===== src/rtl/spi_mstr_gen_pkg.sv =====
// Shared types and helpers for the parametrised SPI master.
// Holds the frame state encoding and the small sizing functions used by the
// interface, the SCLK divider and the top level.
package spi_mstr_pkg;

    typedef enum logic [1:0] {
        IDLE  = 2'd0,
        FRONT = 2'd1,
        SHIFT = 2'd2,
        BACK  = 2'd3
    } state_t;

    // Number of clk cycles in half an SCLK period.
    function automatic int half_of(input int div_log2);
        return 1 << (div_log2 - 1);
    endfunction

    // Width of the slave-select index; never narrower than one bit.
    function automatic int ss_w_of(input int num_ss);
        return (num_ss > 1) ? $clog2(num_ss) : 1;
    endfunction

endpackage


===== src/rtl/spi_mstr_gen_if.sv =====
// Command-side bus of the SPI master: a frame request (wrt/cmd/ss_sel) and
// its completion (done/rd_data). The control logic uses the master modport,
// the SPI master block uses the slave modport.
interface spi_mstr_gen_if #(
    parameter int WIDTH  = 16,
    parameter int NUM_SS = 1
);
    import spi_mstr_pkg::*;

    localparam int SS_W = ss_w_of(NUM_SS);

    logic             wrt;
    logic [WIDTH-1:0] cmd;
    logic [SS_W-1:0]  ss_sel;
    logic             done;
    logic [WIDTH-1:0] rd_data;

    modport master (output wrt, output cmd, output ss_sel, input done, input rd_data);
    modport slave  (input wrt, input cmd, input ss_sel, output done, output rd_data);

endinterface


===== src/rtl/spi_mstr_gen_sclk.sv =====
// SCLK divider for the SPI master.
// While enabled, a free-running counter produces a 50% duty SCLK whose period
// is 2**DIV_LOG2 clk cycles. The strobes announce that SCLK will rise/fall on
// the coming clk edge so the frame logic can act in the same cycle.
// suppress_fall keeps SCLK high while still reporting the fall strobe, and
// restart re-phases the counter so the next fall comes half a period later.
module spi_sclk_gen #(
    parameter int DIV_LOG2 = 5
) (
    input  logic clk,
    input  logic rst_n,
    input  logic en,
    input  logic restart,
    input  logic suppress_fall,
    output logic sclk,
    output logic rise_imm,
    output logic fall_imm
);
    import spi_mstr_pkg::*;

    localparam int HALF = half_of(DIV_LOG2);

    logic [DIV_LOG2-1:0] cnt;

    assign rise_imm = en & (cnt == '0) & ~sclk;
    assign fall_imm = en & (cnt == DIV_LOG2'(HALF)) & sclk;

    // Divider counter and SCLK level; both park (count 0, SCLK high) while disabled.
    always_ff @(posedge clk or negedge rst_n) begin
        if (!rst_n) begin
            cnt  <= '0;
            sclk <= 1'b1;
        end else if (!en) begin
            cnt  <= '0;
            sclk <= 1'b1;
        end else begin
            cnt <= restart ? DIV_LOG2'(1) : cnt + DIV_LOG2'(1);
            if (rise_imm)
                sclk <= 1'b1;
            else if (fall_imm && !suppress_fall)
                sclk <= 1'b0;
        end
    end

endmodule


===== src/rtl/spi_mstr_gen.sv =====
// Parametrised SPI master (SCLK idles high, MOSI changes on fall, MISO
// sampled on rise, MSB first) with per-frame slave selection.
// Optional feature macro: SPI_MSTR_BURST_EN adds a one-entry command hold
// register so a frame requested while busy follows the current one with the
// slave select kept low.
module spi_mstr_gen
    import spi_mstr_pkg::*;
#(
    parameter int WIDTH    = 16,
    parameter int DIV_LOG2 = 5,
    parameter int NUM_SS   = 1
) (
    input  logic               clk,
    input  logic               rst_n,
    spi_mstr_gen_if.slave      bus,
    output logic               SCLK,
    output logic [NUM_SS-1:0]  SS_n,
    output logic               MOSI,
    input  logic               MISO
);

    localparam int SS_W  = ss_w_of(NUM_SS);
    localparam int BIT_W = $clog2(WIDTH);

    state_t            state;
    logic [WIDTH-1:0]  shift_reg;
    logic [WIDTH-1:0]  rd_q;
    logic [SS_W-1:0]   ss_q;
    logic [NUM_SS-1:0] ss_n_q;
    logic [NUM_SS-1:0] ss_dec;
    logic [BIT_W-1:0]  bit_cnt;
    logic              done_q;
    logic              sample;
    logic              rise_imm;
    logic              fall_imm;
    logic              sel_ok;
    logic              frame_end;
    logic              restart;

`ifdef SPI_MSTR_BURST_EN
    logic [WIDTH-1:0]  hold;
    logic              hold_full;
    assign restart = frame_end & hold_full;
`else
    assign restart = 1'b0;
`endif

    assign sel_ok    = (int'(bus.ss_sel) < NUM_SS);
    assign frame_end = (state == BACK) && fall_imm;

    assign MOSI        = shift_reg[WIDTH-1];
    assign SS_n        = ss_n_q;
    assign bus.done    = done_q;
    assign bus.rd_data = rd_q;

    spi_sclk_gen #(.DIV_LOG2(DIV_LOG2)) u_sclk (
        .clk           (clk),
        .rst_n         (rst_n),
        .en            (state != IDLE),
        .restart       (restart),
        .suppress_fall (state == BACK),
        .sclk          (SCLK),
        .rise_imm      (rise_imm),
        .fall_imm      (fall_imm)
    );

    // One-hot-low select pattern for the slave latched at frame start.
    always_comb begin
        ss_dec = '1;
        for (int i = 0; i < NUM_SS; i++)
            ss_dec[i] = (int'(ss_q) != i);
    end

    // Frame sequencer: owns the state, shift register, MISO sample, selects and done.
    always_ff @(posedge clk or negedge rst_n) begin
        if (!rst_n) begin
            state     <= IDLE;
            shift_reg <= '0;
            rd_q      <= '0;
            ss_q      <= '0;
            ss_n_q    <= '1;
            bit_cnt   <= '0;
            done_q    <= 1'b0;
            sample    <= 1'b0;
`ifdef SPI_MSTR_BURST_EN
            hold      <= '0;
            hold_full <= 1'b0;
`endif
        end else begin
            case (state)
                IDLE: begin
                    if (bus.wrt && sel_ok) begin
                        shift_reg <= bus.cmd;
                        ss_q      <= bus.ss_sel;
                        done_q    <= 1'b0;
                        bit_cnt   <= '0;
                        state     <= FRONT;
                    end
                end
                FRONT: begin
                    ss_n_q <= ss_dec;
                    done_q <= 1'b0;
                    if (fall_imm)
                        state <= SHIFT;
                end
                SHIFT: begin
                    if (rise_imm) begin
                        sample  <= MISO;
                        bit_cnt <= bit_cnt + BIT_W'(1);
                        if (bit_cnt == BIT_W'(WIDTH - 1))
                            state <= BACK;
                    end
                    if (fall_imm)
                        shift_reg <= {shift_reg[WIDTH-2:0], sample};
                end
                BACK: begin
                    if (fall_imm) begin
                        rd_q   <= {shift_reg[WIDTH-2:0], sample};
                        done_q <= 1'b1;
`ifdef SPI_MSTR_BURST_EN
                        if (hold_full) begin
                            shift_reg <= hold;
                            hold_full <= 1'b0;
                            bit_cnt   <= '0;
                            state     <= FRONT;
                        end else begin
                            shift_reg <= {shift_reg[WIDTH-2:0], sample};
                            ss_n_q    <= '1;
                            state     <= IDLE;
                        end
`else
                        shift_reg <= {shift_reg[WIDTH-2:0], sample};
                        ss_n_q    <= '1;
                        state     <= IDLE;
`endif
                    end
                end
                default: state <= IDLE;
            endcase
`ifdef SPI_MSTR_BURST_EN
            if (state != IDLE && !frame_end && bus.wrt && !hold_full) begin
                hold      <= bus.cmd;
                hold_full <= 1'b1;
            end
`endif
        end
    end

endmodule

===== src/flat_wrapper.sv =====
// flat-port wrapper written by rule: the top's interface ports become plain ports
module spi_mstr_gen_flat import spi_mstr_pkg::*;
#(
    parameter int WIDTH    = 16,
    parameter int DIV_LOG2 = 5,
    parameter int NUM_SS   = 1
)
  (clk, rst_n, SCLK, SS_n, MOSI, MISO, bus_wrt, bus_cmd, bus_ss_sel, bus_done, bus_rd_data);
  spi_mstr_gen_if #(.WIDTH(WIDTH), .NUM_SS(NUM_SS)) bus_i ();
  input  logic clk;
  input  logic rst_n;
  output logic SCLK;
  output logic [NUM_SS-1:0] SS_n;
  output logic MOSI;
  input  logic MISO;
  input wire logic [$bits(bus_i.wrt)-1:0] bus_wrt;
  input wire logic [$bits(bus_i.cmd)-1:0] bus_cmd;
  input wire logic [$bits(bus_i.ss_sel)-1:0] bus_ss_sel;
  output wire logic [$bits(bus_i.done)-1:0] bus_done;
  output wire logic [$bits(bus_i.rd_data)-1:0] bus_rd_data;
  assign bus_i.wrt = bus_wrt;
  assign bus_i.cmd = bus_cmd;
  assign bus_i.ss_sel = bus_ss_sel;
  assign bus_done = bus_i.done;
  assign bus_rd_data = bus_i.rd_data;
  spi_mstr_gen #(.WIDTH(WIDTH), .DIV_LOG2(DIV_LOG2), .NUM_SS(NUM_SS)) u_core (.clk(clk), .rst_n(rst_n), .bus(bus_i), .SCLK(SCLK), .SS_n(SS_n), .MOSI(MOSI), .MISO(MISO));
endmodule

===== config.mk =====
export PLATFORM = sky130hd
export DESIGN_NAME = spi_mstr_gen_flat
export DESIGN_NICKNAME = d
export VERILOG_FILES = /design/src/rtl/spi_mstr_gen_pkg.sv /design/src/rtl/spi_mstr_gen_if.sv /design/src/rtl/spi_mstr_gen_sclk.sv /design/src/rtl/spi_mstr_gen.sv /design/src/flat_wrapper.sv
export SDC_FILE = /design/constraint.sdc
export NUM_CORES = 1
export LEC_CHECK = 0
export ABC_AREA = 1
export BUFFER_PORTS_ARGS = -buffer_cell sky130_fd_sc_hd__buf_2
export CAP_MARGIN = 20
export CORE_ASPECT_RATIO = 2
export CORE_MARGIN = 2
export CORE_UTILIZATION = 35
export DETAILED_ROUTE_END_ITERATION = 16
export GPL_ROUTABILITY_DRIVEN = 0
export GPL_TIMING_DRIVEN = 0
export PLACE_DENSITY = 0.56
export REMOVE_ABC_BUFFERS = 1
export SYNTH_ARGS = -nofsm -noshare
export SYNTH_HDL_FRONTEND = slang
export SYNTH_SLANG_ARGS = --single-unit

===== constraint.sdc =====
create_clock -name clk -period 2.58 [get_ports clk]
set_clock_uncertainty 0.2 [all_clocks]
set_input_delay 0.258 -clock clk [delete_from_list [all_inputs] [get_ports clk]]
set_output_delay 0.258 -clock clk [all_outputs]
set_load 0.01 [all_outputs]

Word-level counts from Yosys, hierarchy flattened:

Cells that the tools add are included.

* register bits: 48
* latch bits: 0
* bits in writable memories: 0
* ROM bits: 0
* bits of input ports: 21
* output and inout port bits: 20
* logic and storage cells: 69
* memories: 0

* $add $sub $neg: 2
* multiply operators: 0
* div/mod/pow operators: 0
* $lt $le $gt $ge: 1
* equal/unequal tests: 12
* shift operators: 0
* multiplexer cells: 20
* bitwise gates (word level): 5
* reduce and logical (&&, ||, !) cells: 19

Operators with widths (count)
* 16-bit 2-to-1 mux: 2
* 16-bit case mux with 2 select lines: 1
* 2-bit 2-to-1 mux: 5
* 2-bit by 1-bit inequality test with 1-bit output, second input constant: 5
* 3-bit AND reduction: 3
* 4-bit 2-to-1 mux: 2
* 2-bit case mux with 4 select lines: 1
* 4-bit case mux with 2 select lines: 1
* 2-bit AND reduction: 4
* 2-bit nonzero test: 4
* 5-bit by 1-bit adder with 5-bit output, second input constant: 1
* 5-bit == test, second input constant: 1
* 5-bit zero test: 1
* 1-bit 2-to-1 mux: 5
* 5-bit 2-to-1 mux: 1
* 5-bit AND reduction: 1
* 4-bit by 1-bit adder with 4-bit output, second input constant: 1
* 1-bit bitwise AND: 4
* 2-bit == test, second input constant: 2
* 4-bit == test, second input constant: 1
* 3-bit by 1-bit inequality test with 1-bit output, second input constant: 1
* 1-bit case mux with 3 select lines: 1
* 3-bit nonzero test: 1
* 2-bit by 1-bit == test with 1-bit output, second input constant: 1
* 8 further kinds: 9

Logic depth before layout (Yosys ltp):

Gate-level depths: netlist (run 1).

* word-level depth: 7
* mapped depth: 11
* mapped depth without buffers: 10

Hierarchy:

From an unflattened synthesis (run 1), not the netlist that was laid out.

* cells, all modules: 300
* area total of the unflattened synthesis: 2362.3 um2

By module, submodules not included
* spi_mstr_gen: times used 1, cells each 257, area an instance 2033.2 um2, seq. area each 1052.3 um2
* spi_sclk_gen: times used 1, cells each 43, area an instance 329.1 um2, seq. area each 151.4 um2

Worst setup path after synthesis (run 1):

Ideal clock, no wire load.

* path type: flip-flop to flip-flop
* from: register u_core.state[0]
* to: register u_core.shift_reg[10]
* setup time: 119 ps
* arrival: 1434 ps
* data required time: 2261 ps
* setup slack: 827 ps
* cell stages (with the launch flop): 8
* path buffers: 2
* clock period less this slack: 1753 ps
* cell sequence: dfrtp_1 -> inv_1 -> ha_1 -> buf_4 -> nor2_8 -> buf_6 -> mux2i_1 -> o21ai_2

* word-level cells in the longest chain between the ends: 5
* elaborated cells on any way between the ends: 12
* those cells by class: eq/ne (4); mux (1); bitwise (2); reduce/logical (5)

Ends and longest elaborated chain
* start, declared: line spi_mstr_gen.sv:25 `state_t state;`
* start signal, assigned: line spi_mstr_gen.sv:77 `state <= IDLE;`
* start signal, assigned: line spi_mstr_gen.sv:97 `state <= FRONT;`
* start signal, assigned: line spi_mstr_gen.sv:104 `state <= SHIFT;`
* 2-bit nonzero test: line spi_mstr_gen.sv:59 `.en (state != IDLE),`
* 1-bit bitwise AND (2 in a row): line spi_mstr_gen_sclk.sv:26 `assign fall_imm = en & (cnt == DIV_LOG2'(HALF)) & sclk;`
* 2-bit by 1-bit inequality test with 1-bit output (no line)
* 3-bit AND reduction (no line)
* end signal, assigned: line spi_mstr_gen.sv:93 `shift_reg <= bus.cmd;`
* end signal, assigned: line spi_mstr_gen.sv:114 `shift_reg <= {shift_reg[WIDTH-2:0], sample};`
* end signal, assigned: line spi_mstr_gen.sv:132 `shift_reg <= {shift_reg[WIDTH-2:0], sample};`
* end, declared: line spi_mstr_gen.sv:26 `logic [WIDTH-1:0] shift_reg;`

Several ways; a longest one is shown, not always the timed one.
A chain may end at the register's enable or synchronous reset.

Final worst setup path (run 1):

* from: register u_core.state[0]
* to: register u_core.shift_reg[1]

Same word-level chain as after synthesis.

==> results of run 1 <==
[stage by stage]
stage / setup WS [ps] / utilization (%) / setup TNS (ps) / instance area [µm²] / total power (µW)
final: 255 / 42.1 / 0 / 2790 / 2880
after global routing: 35.7 / 42.1 / 0 / 2790 / 3110
after CTS: 207 / 41.6 / 0 / 2760 / 2930
after detailed placement: -305 / 39.3 / -4680 / 2600 / 2250
after global placement: -321 / 39.3 / -4880 / 2600 / 2230
after floorplan: 265 / - / 0 / 2290 / 1990
[final timing paths]
path / cells past startpoint / slack (ps) / start / end
worst max-delay path: 8 / 260 / u_core.state[0] / u_core.shift_reg[1]
worst max register to register: 8 / 260 / u_core.state[0] / u_core.shift_reg[1]
max in group asynchronous: 3 / 1420 / rst_n / u_core.SS_n
min in group asynchronous: 2 / 200 / rst_n / u_core.bus.rd_data[14]
worst min-delay path: 3 / 20 / MISO / u_core.sample
worst min register to register: 2 / 270 / u_core.bus.rd_data[12] / u_core.bus.rd_data[12]
[synthesized netlist by cell type, types with 3 or more instances]
master / count / area, µm²
ha_1: 7 / 87.6
mux2i_1: 16 / 160
o21ai_0: 4 / 20.0
nand2_1: 76 / 285
nand3_1: 26 / 130
inv_1: 13 / 48.8
o21ai_1: 3 / 15.0
buf_6: 6 / 67.6
nor2_1: 7 / 26.3
dfrtp_1: 46 / 1150
o21ai_2: 15 / 131
a21oi_1: 6 / 30.0
[worst max-delay path, stage by stage (launching register included)]
cell and delay [ps]:
dfrtp_1 410, inv_1 90, ha_1 400, clkinv_4 140
nand3_4 110, nor2_8 100, o21ai_4 590, nand2_1 100
o21ai_1 100
[power groups by stage]
stage / Combinational (µW) / Clock (µW) / Sequential, µW
after detailed placement: 1160 / 0 / 1090
after global placement: 1150 / 0 / 1090
after global routing: 1340 / 666 / 1100
after floorplan: 933 / 0 / 1060
final: 1190 / 616 / 1070
after CTS: 1210 / 635 / 1080
[area by class of cell]
class | instances | area [µm²] | share of cell area [%]
multi-input cells | 175 | 1050 | 37.7
well taps | 88 | 110 | 3.95
repair buffers | 42 | 230 | 8.26
clock inverters | 1 | 5.00 | 0.180
inverters | 14 | 57.6 | 2.07
flip-flops and latches | 48 | 1200 | 43.2
clock buffers | 6 | 129 | 4.63
[timing repair]
action | CTS | global route
hold buffers | 0 | 1
hold endpoints to repair | 0 | 12
resized for setup | 2 | 0
setup endpoints to repair | 16 | 0
[cells by family (layout without fill, tap and decap cells)]
family                   after synthesis  count (layout)  synth area share, %
flip-flops                            48              48                 50.4
buffers and inverters                 24              63                 6.29
AND/OR/NAND/NOR                      120             120                 23.2
adder cells (fa/ha/maj)                7               7                 3.67
multiplexers                          16              16                 6.71
XOR/XNOR                               2               2                0.734
AO/OA/AOI/OAI                         29              30                 8.91
[routing by layer]
layer  GRT usage, %  vias to the layer above
met5              0                        -
met4           8.89                        0
met3           2.88                       12
met2           27.3                       33
met1           16.2                      845
li1               -                      887
==> results.md, run 1 <==
* H-tree level count at 2
* Worst Tran Pin Value at 689 ps
* Remaining DRCs at 0
* Mean Syn Cell Area at ~9.7 µm²
* Logic gate share of total power at between 40% and 50%
* Relative slew slack at between 50% and 60%
* Via-to-Cell Ratio at 4.75
* Setup Buffers After CTS at 0
* Min Hold Slack at 18.3 ps
* Port bufs at 40
* Number of iterations in the first detailed-routing pass at 4
* Die area at 0.00753 mm²
* GRT Residual Overflow at 0
* Initial core utilization at between 30% and 40%
* Avg WL per Cell at 13.6 µm
* Commonest non-fill, non-tap cells in the layout: nand2_1, dfrtp_1, buf_2, nand3_1, mux2i_1
* Number of rows created at floorplan at 42
* Period utilization at between 90% and 100%
* Vias in the first global route at between 1,500 and 2,000
* Initial antenna violation count at 0
* NetSw at ~1200 µW
* Yosys warning count at 0
* Ys flop type: dfrtp_1
* CP endpoint kind: flop
* Final hold viol count at 0
* Net Sw Frac at between 30% and 40%
* Area grow syn2layout at 16.8%
* Diode count at 0
* DR WL met3 at 149 µm
* Clock tree buffer depth at 2
* Final Max Slew Viols at 0
* Post-synthesis sequential area ratio at 50.4%
* RSZ-0062 raised after global routing: false
* CORE AREA at 0.00662 mm²
* Critical Path Source Type: flop
* Share of layout cells above drive strength 1 at 26.2%
* Placed insts at roughly 360
* Top sig layer: met4
* Post-Synthesis Cells at between 200 and 250
* Clock Sink Count at between 40 and 50
* Die extent in x at 62.4 µm
* Finished Layout Cells at about 370
* Final WL at slightly above 5000 µm
* CP Max Fanout at 20
* CTS tree: built
* Final ANT Viol Nets at 0
* Number of synthesized register bits at 48
* Outcome: completed
* Num CTS Buffers at 5
* Most common cell after layout, fill and taps aside: nand2_1
* Int Pwr at around 1700 µW
* Crit path DAT at between 2000 and 2500 ps
* Setup violators final at 0
* Die Span Y at 121 µm
* Reg clk slew, reported paths at approximately 60 ps
* DRT iter0 DRCs at 42
* Synth cell types at 27
* Final #Nets at about 310
* WL met1 at a little under 2000 µm
* Achievable clock frequency at 430 MHz
* Number of flops mapped to enable cells by yosys at 0
* # IOs at about 40
* Met2 routed WL at 2780 µm
* Post-synth ARST share at between 90% and 100%
* Later-pin clock latency in the skew report at about 280 ps
* Via count at around 1,800
* Worst EP required at 2590 ps
* First-pass GRT wire length at 8890 µm
* Root Driver: clkbuf_16
* Leak at between 0.0015 and 0.002 µW
* DP Wirelength at between 3000 and 4000 µm
* Largest net degree at the start of global routing at 49
* Peak supply drop at about 0.52 mV
* Clock Power Share at 21.4%
* HP Class: input port to flop
* Gr usage total at between 10% and 20%
* Mapped cell area at 0.00239 mm²
* Max-capacitance violation count at 0
* Sequential share of power at between 30% and 40%
* Critical path class: flop to flop
* Filler Cell Count at a little under 700
* Minimum clock period at ~2300 ps
* Power Dens Cells at a little over 1000 mW/mm²
No activity file was read; power rests on OpenSTA's default activity.
==> run 2: changes to the inputs <==
- REMOVE_ABC_BUFFERS: 1 -> not set
==> run 2 against run 1 <==
Net effect: wire length fell by 2.7%; power rose by 3.7%; via count fell by 0.11%; critical endpoint is now u_core.shift_reg[13]; register-to-register slack improved by 400 ps.
==> results.md, run 2 (synthesis results as in run 1) <==
* Outcome: completed
* Setup violators final at 0
* Reg2reg path depth at 7
* Via-to-Cell Ratio at about 4.6
* CP endpoint kind: flop
* Finished Layout Cells at 384
* Critical Path Source Type: flop
* Logic gate share of total power at 43.0%
* Diode count at 0
* Initial antenna violation count at 0
* Via count at roughly 1,800
* Most common cell after layout, fill and taps aside: nand2_1
* Critical path class: flop to flop
* Critical path launch point: u_core.state[0]
* Crit path DAT at around 1900 ps
* Worst Hold Depth at 3
* Die area at between 0.007 and 0.008 mm²
* Port bufs at 40
* Share of layout cells above drive strength 1 at between 20% and 30%
* Worst-path cell chain: inv_1 -> ha_1 -> buf_4 -> nor2_8 -> buf_6 -> mux2i_1 -> o21ai_2
* PostCTS Resize Cnt at 0
* DP Wirelength at 3730 µm
* Power Dens Cells at between 1000 and 1500 mW/mm²
* Worst EP required at 2560 ps
* Die Span Y at approximately 120 µm
* Sequential share of power at a little over a third
* Die extent in x at roughly 62 µm
* Tot Pwr at around 3000 µW
* Setup WS pre-CTS at between 600 and 700 ps
* Avg WL per Cell at around 13 µm
* Final WL at 4960 µm
* Critical Path Max Stage Delay at 400 ps
* Worst Tran Pin Value at 316 ps
* CP Max Fanout at 10
* Area grow syn2layout at 20.0%
* Filler Cell Count at roughly 680
* Net Sw Frac at ~39%
* Setup TNS Final at 0 ps
* NetSw at ~1200 µW
* Num CTS Buffers at 5
* CORE AREA at 0.00662 mm²
* Gr usage total at 14.6%
* Number of rows created at floorplan at 42
* Clock Power Share at approximately a fifth
* Final #Nets at around 320
* # IOs at 41
* Slowest cell on the critical path: dfrtp_1
* Reg clk slew, reported paths at 60 ps
* Max-capacitance violation count at 0
* Final ANT Viol Nets at 0
* Achievable clock frequency at a little over 500 MHz
* Final Max Slew Viols at 0
* Commonest non-fill, non-tap cells in the layout: nand2_1, dfrtp_1, buf_2, nand3_1, mux2i_1
* Worst setup margin at 656 ps
* HP Class: input port to flop
* Placed insts at ~380
* First-pass GRT wire length at 8540 µm
* Family with the most delay on the worst path: buffers and inverters
* Int Pwr at between 1500 and 2000 µW
* Period utilization at 74.6%
* Leak at 0.00158 µW
* Relative slew slack at 78.9%
* Clock Sink Count at 48
* Clock tree buffer depth at 2
* DRT iter0 DRCs at 75
* H-tree level count at 2
* Peak supply drop at between 0.3 and 0.4 mV
* Min Hold Slack at approximately 3.1 ps
* Path length in cells of the critical path at 7
* Synthesized net count at ~270
* Number of iterations in the first detailed-routing pass at 4
* Largest net degree at the start of global routing at 37
* Remaining DRCs at 0
* Vias in the first global route at 1,825
* Minimum clock period at between 1500 and 2000 ps
* GRT Residual Overflow at 0
* Worst path bufs/invs at 3
* Later-pin clock latency in the skew report at a little under 300 ps
* Initial core utilization at a little over a third
* Root Driver: clkbuf_16
* Hold path startpoint: MISO
* CTS tree: built
* RSZ-0062 raised after global routing: false
* R2R Path Start: u_core.state[0]
* Final hold viol count at 0
## run 2: cell types whose count changed in the layout (fill, tap and decap cells not counted)
cell / change
buf_2: +2
clkbuf_1: +1
buf_6: +6
buf_4: +2
ha_1: +1
ha_2: -1
o21ai_4: -1
## run 2: power groups by stage
stage | registers [µW] | logic (µW) | clock network [µW]
finish | 1070 | 1280 | 632
global route | 1100 | 1450 | 678
CTS | 1070 | 1320 | 649
detailed placement | 1090 | 1310 | 0
global placement | 1080 | 1290 | 0
floorplan | 1060 | 1050 | 0
## run 2: timing repair
| action | in CTS | in global routing |
|---|---|---|
| hold buffers | 1 | 0 |
| buffers inserted | 0 | 0 |
| endpoints found under the hold margin | 46 | 0 |
## run 2: worst reg2reg max path, stage by stage, from the launching register on
cell and delay (ps):
dfrtp_1 400, inv_1 80, ha_1 190, buf_4 170
nor2_8 240, buf_6 220, mux2i_1 260, o21ai_2 60
## run 2: through the flow
stage          instance area, µm²  utilization (%)
4_1_cts                      2860             43.3
3_5_place_dp                 2720             41.0
2_1_floorplan                2390                -
6_report                     2860             43.3
5_1_grt                      2860             43.3
3_3_place_gp                 2700             40.7
## run 2: metal layers
| layer | GRT usage [%] | part of all wire (%) | vias to the layer above |
|---|---|---|---|
| met5 | 0 | 0 | - |
| met4 | 7.50 | 3.0 | 0 |
| met3 | 3.35 | 3.6 | 10 |
| met2 | 27.2 | 54 | 42 |
| met1 | 14.9 | 39 | 818 |
| li1 | - | - | 905 |
## run 2: area by class of cell
type                       instances  area (µm²)  share of cell area (%)
buffer                            10        92.6                    3.23
clock buffer                       7         133                    4.63
clock inverter                     1        5.00                   0.175
inverter                          14        57.6                    2.01
multi-input combinational        174        1030                    36.0
sequential                        48        1200                    42.0
tap                               88         110                    3.84
timing repair buffer              42         230                    8.04
## run 2: worst paths after layout
path,end,slack [ps]
setup / recovery,u_core.shift_reg[13],660
hold / removal,u_core.sample,3
setup reg to reg,u_core.shift_reg[13],660
hold reg to reg,u_core.bus.rd_data[8],270
max in group asynchronous,u_core.SS_n,1410
min in group asynchronous,u_core.bus.rd_data[4],210
==> run 3: changes to the inputs <==
- clock period: 2.58 -> 2 ns (I/O delays scaled with it)
==> run 3 against run 2 <==
Net effect: wire length rose by 5.3%; cell area is 11% higher; via count increased by 6.4%; power is 42% higher; sequential power rose by 30%; hold slack lost 3.0 ps; cell count is 7.0% higher; clock-buffer cell count unchanged; largest power group unchanged; first-iteration DRC count is 2.7% higher; critical path type unchanged; non-clock buffer count rose by 26.
==> results.md, run 3 (synthesis results as in run 1) <==
* Utilization after layout at a little under half
* Avg WL per Cell at between 10 and 15 µm
* Sequential share of power at 32.6%
* Critical Path Source Type: flop
* Period utilization at between 90 and 100%
* Number of rows created at floorplan at 42
* WL met1 at just over 2000 µm
* NetSw at around 1600 µW
* Root Driver: clkbuf_16
* # IOs at 41
* Logic gate share of total power at roughly 48%
* Synthesized net count at approximately 270
* Worst Tran Pin Value at 356 ps
* Tot Pwr at approximately 4300 µW
* Placed insts at about 380
* Relative slew slack at 76.2%
* Later-pin clock latency in the skew report at ~290 ps
* Remaining DRCs at 0
* Via-to-Cell Ratio at approximately 4.6
* H-tree level count at 2
* Commonest non-fill, non-tap cells in the layout: nand2_1, dfrtp_1, buf_2, nand3_1, mux2i_1
* Worst EP required at ~2000 ps
* Num CTS Buffers at 5
* Clock Sink Count at 48
* DRT iter0 DRCs at a little under 80
* CTS tree: built
* Gr usage total at around 15%
* Outcome: completed
* Die area at between 0.007 and 0.008 mm²
* CP Max Fanout at 6
* Port bufs at 40
* Setup violators final at 0
* Achievable clock frequency at between 500 and 600 MHz
* Die extent in x at ~62 µm
* Via count at between 1,500 and 2,000
* Filler Cell Count at ~660
* RSZ-0062 raised after global routing: true
* Final WL at between 5000 and 6000 µm
* Final ANT Viol Nets at 0
* Critical Path Max Stage Delay at between 400 and 500 ps
* Slowest cell on the critical path: dfrtp_1
* Net Sw Frac at a little under two fifths
* Minimum clock period at around 1900 ps
* Top sig layer: met4
* Most common cell after layout, fill and taps aside: nand2_1
* Largest net degree at the start of global routing at 37
* Int Pwr at approximately 2600 µW
* Die Span Y at around 120 µm
* Diode count at 0
* Share of layout cells above drive strength 1 at 32.2%
* DR WL met3 at 173 µm
* Final Max Slew Viols at 0
* Clock Power Share at a little under a fifth
* Worst-path cell chain: inv_1 -> ha_4 -> buf_6 -> inv_8 -> nand3_4 -> nor2_8 -> o21ai_4 -> clkbuf_16 -> nand2_1 -> o21ai_2
* Reg clk slew, reported paths at ~60 ps
* CP endpoint kind: flop
* Min Hold Slack at between 0.15 and 0.2 ps
* Peak supply drop at 0.446 mV
* GRT Residual Overflow at 0
* Power Dens Cells at 1340 mW/mm²
* Vias in the first global route at about 1,900
* Number of iterations in the first detailed-routing pass at 4
* Final #Nets at 350
* Finished Layout Cells at approximately 410
* Leak at roughly 0.0017 µW
* Area grow syn2layout at 32.8%
* CORE AREA at 0.00662 mm²
* Final hold viol count at 0
* Max-capacitance violation count at 0
* HP Class: input port to flop
* Crit path DAT at a little under 2000 ps
* First-pass GRT wire length at between 8000 and 9000 µm
* Critical path class: flop to flop
* DP Wirelength at ~3700 µm
* Initial core utilization at between 30 and 40%
* Initial antenna violation count at 0
* Met2 routed WL at around 2900 µm
* Clock tree buffer depth at 2
==> run 3: changes by cell type in the layout (fill, tap and decap cells not counted), moves of 2 or more <==
cell and delta:
clkbuf_16 +2, buf_8 +2, nand2_2 +2, buf_4 +12, dlygate4sd3_1 +11, nand2_1 -2
==> run 3: repair_timing <==
action,4_1_cts,5_1_grt
gates resized for setup,0,10
endpoints found under the setup margin,0,32
hold buffers,12,0
buffers inserted,0,13
endpoints found under the hold margin,57,0
==> run 3: area by class of cell <==
class | instances | area [µm²] | area share [%]
Buffer | 10 | 104 | 3.28
Clock buffer | 7 | 133 | 4.18
Clock inverter | 1 | 5.00 | 0.158
Inverter | 14 | 60.1 | 1.89
Multi-Input combinational cell | 175 | 1070 | 33.6
Sequential cell | 48 | 1200 | 38.0
Tap cell | 88 | 110 | 3.47
Timing Repair Buffer | 68 | 488 | 15.4
==> run 3: routing by layer <==
layer  track usage [%]  vias to the layer above
li1                  -                      959
met1              15.2                      877
met2              27.6                       42
met3              3.16                       10
met4              7.50                        0
met5                 0                        -
==> run 3: worst paths after layout <==
| path | startpoint | to | slack [ps] | cells past startpoint |
|---|---|---|---|---|
| setup / recovery | u_core.state[1] | u_core.shift_reg[4] | 80 | 10 |
| hold / removal | bus_cmd[10] | u_core.shift_reg[10] | 0.2 | 3 |
| setup reg to reg | u_core.state[1] | u_core.shift_reg[4] | 80 | 10 |
| hold reg to reg | u_core.bus.rd_data[8] | u_core.bus.rd_data[8] | 270 | 2 |
| max in group asynchronous | rst_n | u_core.SS_n | 880 | 3 |
| min in group asynchronous | rst_n | u_core.bus.rd_data[4] | 150 | 2 |
==> run 3: power groups by stage <==
| stage | registers, µW | clock network [µW] | logic, µW |
|---|---|---|---|
| after floorplan | 1370 | 0 | 1360 |
| after global placement | 1400 | 0 | 1670 |
| after detailed placement | 1400 | 0 | 1690 |
| after CTS | 1380 | 837 | 1720 |
| after global routing | 1420 | 875 | 2290 |
| final | 1390 | 814 | 2060 |
==> run 3: critical path: cells and delay by family, from the launching register on <==
| kind | cells | cell delay, ps |
|---|---|---|
| AOI/OAI and AO/OA | 2 | 380 |
| adders and majority gates | 1 | 140 |
| buffers and inverters | 4 | 520 |
| DFF | 1 | 410 |
| and+or+nand+nor | 3 | 200 |
==> run 3: through the flow <==
stage / setup WS (ps) / setup TNS [ps] / instance area, µm²
floorplan: 247 / 0 / 2390
global placement: 69.0 / 0 / 2700
detailed placement: 66.7 / 0 / 2720
CTS: 57.9 / 0 / 2970
global route: -10.4 / -27.3 / 3170
finish: 83.8 / 0 / 3170
